$ cat config.mk
export PLATFORM = sky130hd
export DESIGN_NAME = lighting_scheduler
export DESIGN_NICKNAME = d
export VERILOG_FILES = /design/src/rtl/lighting_scheduler.sv
export SDC_FILE = /design/constraint.sdc
export NUM_CORES = 1
export LEC_CHECK = 0
export ABC_AREA = 1
export CORE_UTILIZATION = 50
export CTS_CLUSTER_DIAMETER = 120
export CTS_CLUSTER_SIZE = 8
export DETAILED_ROUTE_END_ITERATION = 16
export PLACE_DENSITY_LB_ADDON = 0.05
export SETUP_SLACK_MARGIN = 0.2
export SLEW_MARGIN = 30
export SYNTH_ARGS = -nofsm -noshare
export SYNTH_HDL_FRONTEND = slang
export SYNTH_SLANG_ARGS = --single-unit
$ cat constraint.sdc
create_clock -name clk -period 3.12 [get_ports clk]
set_input_delay 0.624 -clock clk [delete_from_list [all_inputs] [get_ports clk]]
set_output_delay 0.624 -clock clk [all_outputs]
set_load 0.02 [all_outputs]
$ cat src/rtl/lighting_scheduler.sv
// -----------------------------------------------------------------------------
// lighting_scheduler
//
// Sequencer for the LightingSystem datapath. Steps a one-hot time code through
// MORNING -> NOON -> EVENING -> NIGHT (wrapping) on a programmable tick timer.
// It also applies user light-level updates only at phase boundaries, latches the
// room length when a run starts, and soft-ramps the light count fed back from
// LightingSystem.
//
// Parameters
//   TICKS_PER_PHASE : enabled cycles spent in each active phase (>= 2)
//   CNT_W           : tick counter width, 2**CNT_W >= TICKS_PER_PHASE
//
// Ports
//   clk          in   system clock, rising edge
//   rst          in   asynchronous active-high reset
//   start        in   pulse: IDLE -> MORNING
//   stop         in   pulse: any state -> IDLE
//   en           in   tick enable for the phase counter
//   force_next   in   pulse: advance the phase immediately
//   ulight_in    in   [3:0] requested user light level
//   ulight_wr    in   write strobe for ulight_in
//   lenght_in    in   [3:0] room length setting
//   lightnum_in  in   [3:0] lightnum fed back from LightingSystem
//   tcode        out  [3:0] one-hot time code, 0000 in IDLE
//   ulight       out  [3:0] applied user light level
//   lenght       out  [3:0] room length latched at start
//   lights_on    out  [3:0] ramped light count
//   phase_done   out  one-cycle pulse when tcode shows a new active phase
//   ulight_pend  out  a shadow write is waiting for the next transition
//   busy         out  high in any state other than IDLE
// -----------------------------------------------------------------------------
module lighting_scheduler #(
    parameter int TICKS_PER_PHASE = 16,
    parameter int CNT_W           = 8
) (
    input  logic       clk,
    input  logic       rst,
    input  logic       start,
    input  logic       stop,
    input  logic       en,
    input  logic       force_next,
    input  logic [3:0] ulight_in,
    input  logic       ulight_wr,
    input  logic [3:0] lenght_in,
    input  logic [3:0] lightnum_in,
    output logic [3:0] tcode,
    output logic [3:0] ulight,
    output logic [3:0] lenght,
    output logic [3:0] lights_on,
    output logic       phase_done,
    output logic       ulight_pend,
    output logic       busy
);

    typedef enum logic [2:0] {
        IDLE    = 3'd0,
        MORNING = 3'd1,
        NOON    = 3'd2,
        EVENING = 3'd3,
        NIGHT   = 3'd4
    } state_t;

    localparam logic [CNT_W-1:0] CNT_LAST = CNT_W'(TICKS_PER_PHASE - 1);

    state_t           state;
    state_t           next_state;
    logic [CNT_W-1:0] cnt;
    logic [CNT_W-1:0] cnt_next;
    logic [3:0]       shadow;
    logic [3:0]       ramp_target;
    logic             active;
    logic             advance;
    logic             transition;

    function automatic logic [3:0] tcode_of(input state_t s);
        case (s)
            MORNING: tcode_of = 4'b0001;
            NOON:    tcode_of = 4'b0010;
            EVENING: tcode_of = 4'b0100;
            NIGHT:   tcode_of = 4'b1000;
            default: tcode_of = 4'b0000;
        endcase
    endfunction

    // ------------------------------------------------------------------
    // Next-state and counter logic
    // ------------------------------------------------------------------
    always_comb begin
        // NOTE: every signal driven here gets a default first so no path
        // leaves it unassigned, which would otherwise infer a latch.
        next_state = state;
        cnt_next   = cnt;
        active     = (state != IDLE);
        // force_next at terminal count still yields one advance: both terms
        // just OR into the same condition.
        advance    = active && ((en && (cnt == CNT_LAST)) || force_next);

        // stop wins over start, start over advance; start is only looked at
        // in IDLE so it is ignored while a run is in progress.
        if (stop) begin
            next_state = IDLE;
        end else if (state == IDLE) begin
            if (start) next_state = MORNING;
        end else if (advance) begin
            case (state)
                MORNING: next_state = NOON;
                NOON:    next_state = EVENING;
                EVENING: next_state = NIGHT;
                NIGHT:   next_state = MORNING;
                default: next_state = IDLE;
            endcase
        end

        transition = (next_state != state);

        if (transition || !active) begin
            cnt_next = '0;
        end else if (en) begin
            cnt_next = cnt + CNT_W'(1);
        end

        ramp_target = active ? lightnum_in : 4'd0;
    end

    // ------------------------------------------------------------------
    // State register with registered decodes
    // ------------------------------------------------------------------
    // NOTE: state is updated with non-blocking assignments so every flop
    // samples the pre-edge values, independent of statement order.
    always_ff @(posedge clk or posedge rst) begin
        if (rst) begin
            state      <= IDLE;
            cnt        <= '0;
            tcode      <= 4'b0000;
            busy       <= 1'b0;
            phase_done <= 1'b0;
            lenght     <= 4'd0;
        end else begin
            state      <= next_state;
            cnt        <= cnt_next;
            tcode      <= tcode_of(next_state);
            busy       <= (next_state != IDLE);
            // Entering IDLE is not a phase, so it never pulses.
            phase_done <= transition && (next_state != IDLE);
            if ((state == IDLE) && (next_state == MORNING)) begin
                lenght <= lenght_in;
            end
        end
    end

    // ------------------------------------------------------------------
    // User light level: shadow register applied at phase boundaries
    // ------------------------------------------------------------------
    // NOTE: the shadow register is reset along with everything else so a
    // write made before reset can never be applied after it.
    always_ff @(posedge clk or posedge rst) begin
        if (rst) begin
            shadow      <= 4'd0;
            ulight      <= 4'd0;
            ulight_pend <= 1'b0;
        end else if (!active) begin
            // Nothing to synchronise to in IDLE: apply straight away.
            if (ulight_wr) begin
                shadow <= ulight_in;
                ulight <= ulight_in;
            end
            ulight_pend <= 1'b0;
        end else if (transition) begin
            // A write coinciding with the boundary is the newest value.
            if (ulight_wr) begin
                shadow <= ulight_in;
                ulight <= ulight_in;
            end else if (ulight_pend) begin
                ulight <= shadow;
            end
            ulight_pend <= 1'b0;
        end else if (ulight_wr) begin
            shadow      <= ulight_in;
            ulight_pend <= 1'b1;
        end
    end

    // ------------------------------------------------------------------
    // Soft ramp of the light count, one step per cycle
    // ------------------------------------------------------------------
    // The compare-then-step form cannot wrap: it only increments below the
    // target and only decrements above it.
    always_ff @(posedge clk or posedge rst) begin
        if (rst) begin
            lights_on <= 4'd0;
        end else if (lights_on < ramp_target) begin
            lights_on <= lights_on + 4'd1;
        end else if (lights_on > ramp_target) begin
            lights_on <= lights_on - 4'd1;
        end
    end

endmodule

# After elaboration in Yosys (flattened, before gate mapping)
# Cells that the tools add are included.
# W data, S select, Z words.
dict set report word_totals {
  reg_bits 34
  latchBits 0
  ramBits 0
  rom_bits 0
  input_bits 19
  out_inout_bits 19
  wordCells 61
  memories 0
}
dict set report op_classes {
  addsub 3
  n_mul 0
  div 0
  n_lt_le_gt_ge 2
  n_eq_ne 13
  shifts 0
  muxes 19
  bitwise_logic 0
  reduce_logical 14
}
# cell n
set op_table {}
lappend op_table {{$mux W4} 8}
lappend op_table {{$mux W8} 2}
lappend op_table {{$pmux W4 S4} 1}
lappend op_table {{$eq A3 B2 Y1 const B} 4}
lappend op_table {{$mux W3} 4}
lappend op_table {{$pmux W3 S4} 1}
lappend op_table {{$add A8 B1 Y8 const B} 1}
lappend op_table {{$eq A8 B4 Y1 const B} 1}
lappend op_table {{$eq A3 B1 Y1 const B} 2}
lappend op_table {{$eq A3 B3 Y1 const B} 2}
lappend op_table {{$reduce_bool A2 Y1} 3}
lappend op_table {{$reduce_bool A3 Y1} 2}
lappend op_table {{$add A4 B1 Y4 const B} 1}
lappend op_table {{$gt A4 B4 Y1} 1}
lappend op_table {{$logic_and A1 B1 Y1} 4}
lappend op_table {{$lt A4 B4 Y1} 1}
lappend op_table {{$sub A4 B1 Y4 const B} 1}
lappend op_table {{$logic_not A3 Y1} 1}
lappend op_table {{$mux W1} 3}
lappend op_table {{$ne A3 B2 Y1 const B} 1}
lappend op_table {{$ne A3 B3 Y1} 1}
lappend op_table {{$ne A3 B3 Y1 const B} 1}
lappend op_table {{$reduce_and A3 Y1} 1}
lappend op_table {{$logic_or A1 B1 Y1} 2}
lappend op_table {{2 further kinds} 2}

# Logic depth before layout (Yosys ltp)
dict set report depth {
  word_depth 10
  ltp_mapped 15
  mapped_depth_nobuf 14
}

# Least setup slack after synthesis
# OpenSTA, ideal clock, no wires.
dict set report synth_path {
  path_kind {register -> register}
  startpoint {register state[1]}
  endpoint {register lights_on[3]}
  arrival_ps 2611
  required_time_ps 3040
  slack_ps 430
  path_stages_with_launch 16
  path_cell_list {dfrtp_1 inv_2 nand3_4 clkbuf_1 nand2_1 ha_1 nand2_1 inv_1 nand2_1 o211ai_1 ha_1 a21o_1 a21oi_1 nand3_1 o21ai_0 xor2_1}
}
dict set report synth_via {
  elab_chain_cells 4
}
# item line
set synth_lines {}
lappend synth_lines {{start, declared} 66} ;# state_t state;
lappend synth_lines {{start signal, assigned} 140} ;# state <= next_state;
lappend synth_lines {{$reduce_bool A3 Y1 (*)} 94} ;# active = (state != IDLE);
lappend synth_lines {{$mux W4 (*)} 123} ;# ramp_target = active ? lightnum_in : 4'd0;
lappend synth_lines {{$lt A4 B4 Y1 / $gt A4 B4 Y1 (equally long branches)} {192, 194}}
lappend synth_lines {{$mux W4 / $reduce_bool A2 Y1 (equally long branches)} --}
lappend synth_lines {{end signal, assigned} 193} ;# lights_on <= lights_on + 4'd1;
lappend synth_lines {{end signal, assigned} 195} ;# lights_on <= lights_on - 4'd1;
lappend synth_lines {{end, declared} 50} ;# output logic [3:0] lights_on,
# Mark *: on every way between the ends. The rest lies on a longest branch, timed or not.
# A chain may end at the register's enable or synchronous reset.

# Final worst setup path
dict set report layout_path {
  startpoint {input lightnum_in[3]}
  endpoint {register lights_on[3]}
}
dict set report layout_via {
  elab_chain_cells 3
}
# item line
set layout_lines {}
lappend layout_lines {{start, declared} 46} ;# input logic [3:0] lightnum_in,
lappend layout_lines {{$mux W4 (*)} 123}
lappend layout_lines {{$lt A4 B4 Y1 / $gt A4 B4 Y1 (equally long branches)} {192, 194}}
lappend layout_lines {{$mux W4 / $reduce_bool A2 Y1 (equally long branches)} --}
# Marked as above.

==> qor.txt <==
Status -> finished clean
Post-synthesis compound-gate area fraction -> 8.565%
Mux cell area share after synthesis -> 1.213%
First-pass GRT wire length -> 5.954 mm
Worst Slack Setup Final -> 0.4769 ns
Ranking of synthesized cells by area -> dfrtp_1, nand2_1, inv_1, o21ai_0, ha_1
Die width -> 61.21 um
Die Y -> 61.21 um
Final #Nets -> 271
Row count -> 21
Largest family of logic cells by synthesized area -> simple AND/OR/NAND/NOR gates
Sink Count -> 34
WP data arrival -> 2.90 ns
Clock Latency Late Sink -> 0.33 ns
Dpl cells -> 283
Die ar. -> 3747 um2
ANT cells -> 0
Setup Total Neg Slack -> 0 ns
Post-Syn Instances -> 199
Mapped Area -> 1753 um2
I/O pin count -> 38
PortBufs -> 37
Slowest CP cell -> clkdlybuf4s50_1
Initial antenna violation count -> 0
Cts repair resizes -> 0
Hold wc startpoint -> ulight[0]
Crit path cell chain -> clkdlybuf4s50_1, nand2_1, ha_1, nand2_1, inv_1, nand2_1, o211ai_1, buf_4, ha_1, a21oi_1, nand3_1, o21ai_0, xor2_1
Async set or reset register ratio after synthesis -> 100.0%
Synth top area share -> 48.54%
Synth Area in XOR/XNOR -> 4.497%
Mean Syn Cell Area -> 8.809 um2
Final core utilization -> 66.93%
Pre-CTS WS -> 0.1348 ns
Worst IR Drop VDD -> 0.6224 mV
Starting DRT DRC Count -> 55
Critical Path Source Type -> primary input
Period minus WS final -> 2.643 ns
Via count -> 1,458
Most common cell in the synthesized netlist -> nand2_1
CP endpoint kind -> flip-flop
Num CTS Buffers -> 5
Clk_skew -> 0.008079 ns
Drt via density -> 5.028
Final hold violation count -> 0
EDFF count, synth -> 0
Synth Area in Adders -> 6.138%
Cell taking the most area after synthesis -> dfrtp_1
# DRC -> 0
Post-synth cell types -> 29
Worst R2R End -> lights_on[3]
Starting density of the core -> 52.53%
Critical Path Fanout Max -> 4
Worst stage delay on the critical path -> 0.45 ns
CTS tree -> yes
Crit Path Class -> in2reg
Largest net degree at the start of global routing -> 20
Post-synth top flop -> dfrtp_1
Max-Cap Viols -> 0
Fin crit share -> 84.71%
Worst r2r src -> state[0]
Synthesized Nets -> 226
Hold-fix buffers at CTS -> 0
R2R setup slack -> 0.49 ns
Yosys warns -> 0
Max Slew Vio Count -> 0
Wire per inst -> 12.46 um
Seq cells post-synth -> 34
H-tree depth -> 2
Overflow after GRT -> 0
Hold Path Class -> reg2reg
Post-CTS Setup Bufs -> 0
DP HPWL -> 2.744 mm
WHS Endpoint -> ulight[0]
Vias in the first global route -> 1,429
Static Leakage -> 1.078 nW
Worst slew pin tran -> 0.7687 ns
Layout cell share with drive strength beyond 1 -> 10.66%
Commonest cells in the netlist -> nand2_1, dfrtp_1, inv_1, o21ai_0, nor2_1
Area Growth Syn to Fin -> 27.41%
Non-Filler Instances -> 290
Routed Wire Length -> 3.613 mm
Final setup fails -> 0
Most frequent CP cell -> nand2_1
Clock tree buffer depth -> 2
Power Dens Cells -> 635.1 nW/um2
Register area share after synthesis -> 48.54%
Worst reg2reg path depth -> 14
Max Clk Rate -> 378.4 MHz
RSZ-0062 raised after global routing -> no
Core area -> 3337 um2
Slew Limit Headroom -> 48.70%
Reg clk slew, reported paths -> 0.09 ns
GRT Overall Usage -> 22.19%
Required @ worst endpoint -> 3.37 ns
Post-route ant nets -> 0
Drt pass-1 iters -> 4
Gpl congestion -> 0.7350
WHS Path Cells -> 2
Clock root buffer -> clkbuf_4
Simple-gate share of the synthesized area -> 23.98%
[logic make-up (layout without fill, tap and decap cells)]
group	count (synthesis)	in the layout
xor gates and xnor gates	9	9
DFF	34	34
AOI/OAI and AO/OA	27	27
muxes	2	2
adders and majority gates	8	8
buffers and inverters	31	76
and+or+nand+nor	88	88
[stage by stage]
| stage | area (um2) | hold slack [ns] | total power [mW] |
|---|---|---|---|
| floorplan | 1753 | 0.4610 | 0.9768 |
| CTS | 2233 | 0.4832 | 1.435 |
| global route | 2233 | 0.4969 | 1.529 |
| finish | 2233 | 0.4798 | 1.418 |
| detailed placement | 2188 | 0.4593 | 1.211 |
| global placement | 2188 | 0.4550 | 1.178 |
[per-layer routing]
metal / up-vias / global-route usage, % / wire (um)
li1: 721 / - / -
met1: 690 / 26.05 / 1550
met2: 39 / 38.66 / 1841
met3: 8 / 4.832 / 164
met4: 0 / 10.39 / 57
met5: - / 0 / 0
[worst max-delay path by stage]
stage          slack (ns)            to  cells after the start            from
3_5_place_dp         0.13  lights_on[3]                     13  lightnum_in[3]
6_report             0.48  lights_on[3]                     13  lightnum_in[3]
2_1_floorplan        0.43  lights_on[3]                     15        state[1]
3_3_place_gp         0.28  lights_on[3]                     13  lightnum_in[3]
4_1_cts              0.47  lights_on[3]                     13  lightnum_in[3]
5_1_grt              0.27  lights_on[3]                     14        state[0]
[critical path: cells and delay by family]
kind | cells | cell delay [ns]
buffers and inverters | 3 | 0.74
AO/OA/AOI/OAI | 3 | 0.56
AND/OR/NAND/NOR | 4 | 0.26
adder cells (fa/ha/maj) | 2 | 0.55
XOR/XNOR | 1 | 0.17
[flip-flops by register name (all words and copies together) (netlist names)]
register and flops:
lenght 4, shadow 4, state 3, ulight_pend 1, phase_done 1, busy 1, tcode 4, cnt 8
ulight 4, lights_on 4
[power breakdown]
part	leakage [nW]	switching, mW	total (mW)	internal (mW)
Combinational	0.612	0.321	0.629	0.308
Sequential	0.441	0.0573	0.569	0.512
Clock	0.0254	0.135	0.220	0.0849
Total	1.08	0.514	1.42	0.905
[cell usage in the layout, fill, tap and decap left out, types with 2 or more instances in the layout]
cell type,instances
nand3_1,10
nor2_1,17
nor3_1,3
inv_1,26
nor3_2,2
a21oi_2,2
dfrtp_1,34
ha_1,7
nand2_1,44
a21oi_1,4
nand3_2,4
clkdlybuf4s50_1,37
buf_4,3
inv_2,2
clkbuf_4,5
o21ai_0,18
xor2_1,7
nand2_2,4
xnor2_1,2
clkbuf_1,2
[final cells by class]
cell class / count / area, um2
clock buffer: 7 / 45.04
fill: 294 / 1104
inverter: 29 / 108.9
multi-input combinational: 134 / 778.2
sequential: 34 / 850.8
tap: 46 / 57.56
timing repair buffer: 40 / 392.9
(Power assumes the default switching activity.)
